## src/rtl/serial_adder_if.sv

```systemverilog
// Handshake and operand bundle for serial_adder.
// The sub signal exists only when SERIAL_ADDER_SUB_EN is defined.
interface serial_adder_if #(
  parameter int WIDTH = 8
);
  logic             start;
  logic [WIDTH-1:0] a;
  logic [WIDTH-1:0] b;
  logic             cin;
`ifdef SERIAL_ADDER_SUB_EN
  logic             sub;
`endif
  logic             busy;
  logic             done;
  logic [WIDTH-1:0] sum;
  logic             cout;
  logic             ovf;

`ifdef SERIAL_ADDER_SUB_EN
  modport master (output start, a, b, cin, sub, input busy, done, sum, cout, ovf);
  modport slave  (input start, a, b, cin, sub, output busy, done, sum, cout, ovf);
`else
  modport master (output start, a, b, cin, input busy, done, sum, cout, ovf);
  modport slave  (input start, a, b, cin, output busy, done, sum, cout, ovf);
`endif
endinterface

```

## src/rtl/serial_adder.sv

```systemverilog
// Bit-serial adder: one full-adder cell and a carry flop add two WIDTH-bit
// operands LSB-first, one bit per clock, with a start/busy/done handshake and
// signed-overflow reporting.
// Optional feature: SERIAL_ADDER_SUB_EN adds a sub input that turns the
// operation into a-b (B inverted, carry-in forced to 1).
//
// state  | meaning
// -------+---------------------------------------------------------------
// IDLE   | waiting for start; operands are latched on the accepting edge
// RUN    | one operand bit pair consumed per cycle, LSB first
// DONE   | one-cycle done pulse; results already registered, back to IDLE
module serial_adder #(
  parameter int WIDTH = 8
) (
  input logic           clk,
  input logic           rst_n,
  serial_adder_if.slave bus
);

  localparam int CW = $clog2(WIDTH + 1);

  localparam logic [1:0] S_IDLE = 2'd0;
  localparam logic [1:0] S_RUN  = 2'd1;
  localparam logic [1:0] S_DONE = 2'd2;

  localparam logic [CW-1:0] LAST = CW'(WIDTH - 1);

  logic [1:0]       state;
  logic [WIDTH-1:0] sh_a;
  logic [WIDTH-1:0] sh_b;
  logic [WIDTH-1:0] sh_r;
  logic             carry;
  logic [CW-1:0]    cnt;

  logic [WIDTH-1:0] sum_q;
  logic             cout_q;
  logic             ovf_q;

  logic             s_bit;
  logic             c_next;
  logic [WIDTH-1:0] res_next;
  logic [WIDTH-1:0] b_load;
  logic             c_load;

  // Full-adder cell on the current LSBs and the carry flop.
  always_comb begin
    s_bit  = sh_a[0] ^ sh_b[0] ^ carry;
    c_next = (sh_a[0] & sh_b[0]) | (sh_a[0] & carry) | (sh_b[0] & carry);
  end

  // Result shift register input: new sum bit enters at the MSB.
  always_comb begin
    res_next            = sh_r >> 1;
    res_next[WIDTH-1]   = s_bit;
  end

  // Operand B and carry-in as loaded on start; subtraction uses a + ~b + 1.
`ifdef SERIAL_ADDER_SUB_EN
  always_comb begin
    b_load = bus.sub ? ~bus.b : bus.b;
    c_load = bus.sub ? 1'b1   : bus.cin;
  end
`else
  always_comb begin
    b_load = bus.b;
    c_load = bus.cin;
  end
`endif

  // Sequencer and datapath registers; results update only on RUN->DONE.
  always_ff @(posedge clk or negedge rst_n) begin
    if (!rst_n) begin
      state  <= S_IDLE;
      sh_a   <= '0;
      sh_b   <= '0;
      sh_r   <= '0;
      carry  <= 1'b0;
      cnt    <= '0;
      sum_q  <= '0;
      cout_q <= 1'b0;
      ovf_q  <= 1'b0;
    end else begin
      case (state)
        S_IDLE: begin
          if (bus.start) begin
            sh_a  <= bus.a;
            sh_b  <= b_load;
            carry <= c_load;
            cnt   <= '0;
            state <= S_RUN;
          end
        end
        S_RUN: begin
          sh_a  <= sh_a >> 1;
          sh_b  <= sh_b >> 1;
          sh_r  <= res_next;
          carry <= c_next;
          cnt   <= cnt + CW'(1);
          if (cnt == LAST) begin
            // carry still holds the carry into the MSB on this cycle
            sum_q  <= res_next;
            cout_q <= c_next;
            ovf_q  <= carry ^ c_next;
            state  <= S_DONE;
          end
        end
        S_DONE: begin
          state <= S_IDLE;
        end
        default: begin
          state <= S_IDLE;
        end
      endcase
    end
  end

  assign bus.busy = (state == S_RUN);
  assign bus.done = (state == S_DONE);
  assign bus.sum  = sum_q;
  assign bus.cout = cout_q;
  assign bus.ovf  = ovf_q;

endmodule
```

## src/flat_wrapper.sv

```systemverilog
// flat-port wrapper written by rule: the top's interface ports become plain ports
module serial_adder_flat 
#(
  parameter int WIDTH = 8
)
  (clk, rst_n, bus_start, bus_a, bus_b, bus_cin, bus_busy, bus_done, bus_sum, bus_cout, bus_ovf);
  serial_adder_if #(.WIDTH(WIDTH)) bus_i ();
  input logic clk;
  input logic rst_n;
  input wire logic [$bits(bus_i.start)-1:0] bus_start;
  input wire logic [$bits(bus_i.a)-1:0] bus_a;
  input wire logic [$bits(bus_i.b)-1:0] bus_b;
  input wire logic [$bits(bus_i.cin)-1:0] bus_cin;
  output wire logic [$bits(bus_i.busy)-1:0] bus_busy;
  output wire logic [$bits(bus_i.done)-1:0] bus_done;
  output wire logic [$bits(bus_i.sum)-1:0] bus_sum;
  output wire logic [$bits(bus_i.cout)-1:0] bus_cout;
  output wire logic [$bits(bus_i.ovf)-1:0] bus_ovf;
  assign bus_i.start = bus_start;
  assign bus_i.a = bus_a;
  assign bus_i.b = bus_b;
  assign bus_i.cin = bus_cin;
  assign bus_busy = bus_i.busy;
  assign bus_done = bus_i.done;
  assign bus_sum = bus_i.sum;
  assign bus_cout = bus_i.cout;
  assign bus_ovf = bus_i.ovf;
  serial_adder #(.WIDTH(WIDTH)) u_core (.clk(clk), .rst_n(rst_n), .bus(bus_i));
endmodule
```

## config.mk

```make
export PLATFORM = sky130hd
export DESIGN_NAME = serial_adder_flat
export DESIGN_NICKNAME = d
export VERILOG_FILES = /design/src/rtl/serial_adder_if.sv /design/src/rtl/serial_adder.sv /design/src/flat_wrapper.sv
export SDC_FILE = /design/constraint.sdc
export NUM_CORES = 1
export LEC_CHECK = 0
export ABC_AREA = 1
export ABC_CLOCK_PERIOD_IN_PS = 1600
export CORE_UTILIZATION = 40
export DETAILED_ROUTE_END_ITERATION = 6
export HOLD_SLACK_MARGIN = 0.15
export PLACE_DENSITY_LB_ADDON = 0.3
export SYNTH_ARGS = -nofsm -noshare
export SYNTH_HDL_FRONTEND = slang
export SYNTH_SLANG_ARGS = --single-unit
```

## constraint.sdc

```tcl
create_clock -name clk -period 1.6 [get_ports clk]
set_input_delay 0.16 -clock clk [delete_from_list [all_inputs] [get_ports clk]]
set_output_delay 0.16 -clock clk [all_outputs]
set_load 0.1 [all_outputs]
```

==> impl_metrics.tcl <==
set metrics [dict create \
    crit_fanout 27 \
    antennaDiodeCount 0 \
    cts.sinks 40 \
    finalPower_mw 5.26 \
    setup_tns_ns 0 \
    drtIter0Drc 141 \
    wl_per_cell_um 11.2 \
    die_h_um 67.9 \
    cts_max_path_buffers 2 \
    finalCritPeriodShare_pct 91.5 \
    synth_mux_area_share_pct 0 \
    stdcell_area_um2 2310 \
    r2r_end "u_core.bus.ovf" \
    post_cts_buffers 0 \
    cts_buffers 5 \
    finalSetupViolations 0 \
    dr.pass1.iters 4 \
    rr_startpoint "u_core.cnt[0]" \
    io_buffers 31 \
    die_w_um 67.9 \
    grt_pass1_vias 1265 \
    place_ws_ns 0.256 \
    synth_top_family_by_area "simple AND/OR/NAND/NOR gates" \
    netlist.area_leader.share_pct 57.6 \
    yosys.area_share.simple_pct 32.0 \
    hold_ws_ns 0.400 \
    utilization_pct 56.5 \
    dieArea_um2 4610 \
    drive_above_1_share_pct 14.0 \
    placed_cells 270 \
    hold_buffers 1 \
    netlist_area_um2 1740 \
    clk_pin_slew_worst_paths_ns 0.07 \
    critPathCapture "bus_busy" \
    area.growth.synth_to_final_pct 32.9 \
    critPathKind "register to primary output" \
    syn_avg_cell_area_um2 8.95 \
    synth_compound_area_share_pct 2.74 \
    synth_adder_area_share_pct 1.87 \
    start_util_pct 42.5 \
    grt_overflow 0 \
    place_area_um2 2190 \
    rsz0062_at_grt "false" \
    p_leak_nw 1.12 \
    antenna_found_initial 0 \
    core_um2 4090 \
    ys_seq_elements 40 \
    drcViolationCount 0 \
    cts_max_level 2 \
    grt_max_degree 41 \
    p_per_area_nw_per_um2 2280 \
    synth_cells 194 \
    synth.distinct_cells 20 \
    grtUsageTotal_pct 16.1 \
    maxCapViolCount 0 \
    vias 1367 \
    grt_pass1_wl_um 5460 \
    r2r_cells 6 \
    routed_wl_um 3130 \
    gp_congestion 0.752 \
    clk-insertion-delay-late_ns 0.29 \
    ir_drop_uv 945 \
    synth-xor-area-share_pct 0.504 \
    cts_tree "done" \
    outcome "completed" \
    max_freq_mhz 683 \
    io_pins 32 \
    fin_crit_ns 1.46 \
    ys_seq_area_share_pct 57.6 \
    crit_path_start_kind "register" \
    final_max_slew_viol_count 0 \
    arrival_ns 1.30 \
    layout_setup_ws_ns 0.136 \
    hold_viol 0 \
    nets 250 \
    relSlewSlack_pct 67.0 \
    r2r_slack_ns 0.29 \
    ys_warn_count 0 \
    skew_ns 0.00864 \
    vias_per_cell 4.90 \
    ys_top_cells_by_area "dfrtp_1 58%, nand2_1 17%, nand3_1 11%, buf_6 1.9%, buf_2 1.4%" \
    cts-resized-gates 0 \
    critPathRequiredTime_ns 1.44 \
    cp-end-kind "primary output" \
    final_common_cell "nand2_1" \
    fp-row-count 23 \
    crit_start "u_core.state[0]" \
    stdcell_count 279 \
    dpl.hpwl_um 2020 \
    yosys.area.top_type "dfrtp_1" \
    worst_slew_pin_slew_ns 0.495 \
    hold_class "primary input to register" \
    syn-num-nets 216 \
    layout_common_cells "79 x nand2_1, 40 x dfrtp_1, 39 x nand3_1" \
    root_buffer "clkbuf_8" \
    drtAntennaViolNets 0 \
]
==> per-layer routing <==
layer	track usage [%]	routed length, um
met1	20.3	1550
met2	26.7	1440
met3	4.00	117
met4	6.25	29
met5	0	0
==> worst min path at each step <==
stage / from / endpoint / slack [ns] / cells past startpoint
floorplan: rst_n / u_core.bus.cout / -0.14 / 0
global placement: rst_n / u_core.bus.sum[1] / 0.25 / 2
detailed placement: rst_n / u_core.bus.sum[1] / 0.25 / 2
CTS: bus_b[7] / u_core.sh_b[7] / 0.40 / 3
global route: bus_b[7] / u_core.sh_b[7] / 0.43 / 3
finish: bus_b[7] / u_core.sh_b[7] / 0.40 / 3
==> where the power goes <==
part	switching (mW)	internal, mW
clock network	0.328	0.463
registers	0.354	1.45
logic	1.72	0.945
total	2.41	2.85
==> registers in the layout, summed over array words and instances (netlist names) <==
name / flops
u_core.state: 2
u_core.carry: 1
u_core.bus.sum: 8
u_core.cnt: 4
u_core.sh_a: 8
u_core.bus.ovf: 1
u_core.bus.cout: 1
u_core.sh_b: 8
u_core.sh_r: 7
==> synth_stat cells <==
cell / number
nand2_1: 79
dfrtp_1: 40
nand3_1: 39
buf_2: 5
inv_1: 4
o21ai_0: 4
o21ai_1: 4
buf_6: 3
nor2_1: 3
nand2_2: 2
nor2_4: 2
buf_4: 1
fa_1: 1
ha_1: 1
inv_2: 1
inv_4: 1
nand2_4: 1
nand4_1: 1
o21bai_1: 1
xor2_1: 1
==> area by class of cell <==
| type | instances | area [um2] |
|---|---|---|
| sequential | 40 | 1000 |
| fill | 374 | 1780 |
| clock inverter | 2 | 35.0 |
| tap | 50 | 62.6 |
| inverter | 6 | 25.0 |
| clock buffer | 6 | 72.6 |
| timing repair buffer | 36 | 465 |
| multi-input combinational | 139 | 647 |
==> worst max-delay path, cell delays in order (launching register included) <==
cell and delay, ns:
dfrtp_1 0.46, nand2_4 0.09, inv_4 0.24, buf_12 0.22
==> cells by family after synthesis <==
logic type | Yosys count
adder cells (fa/ha/maj) | 2
AO/OA/AOI/OAI | 9
XOR/XNOR | 1
AND/OR/NAND/NOR | 127
buffers and inverters | 15
flip-flops | 40
Note: power is estimated with default switching activity, not from simulation.
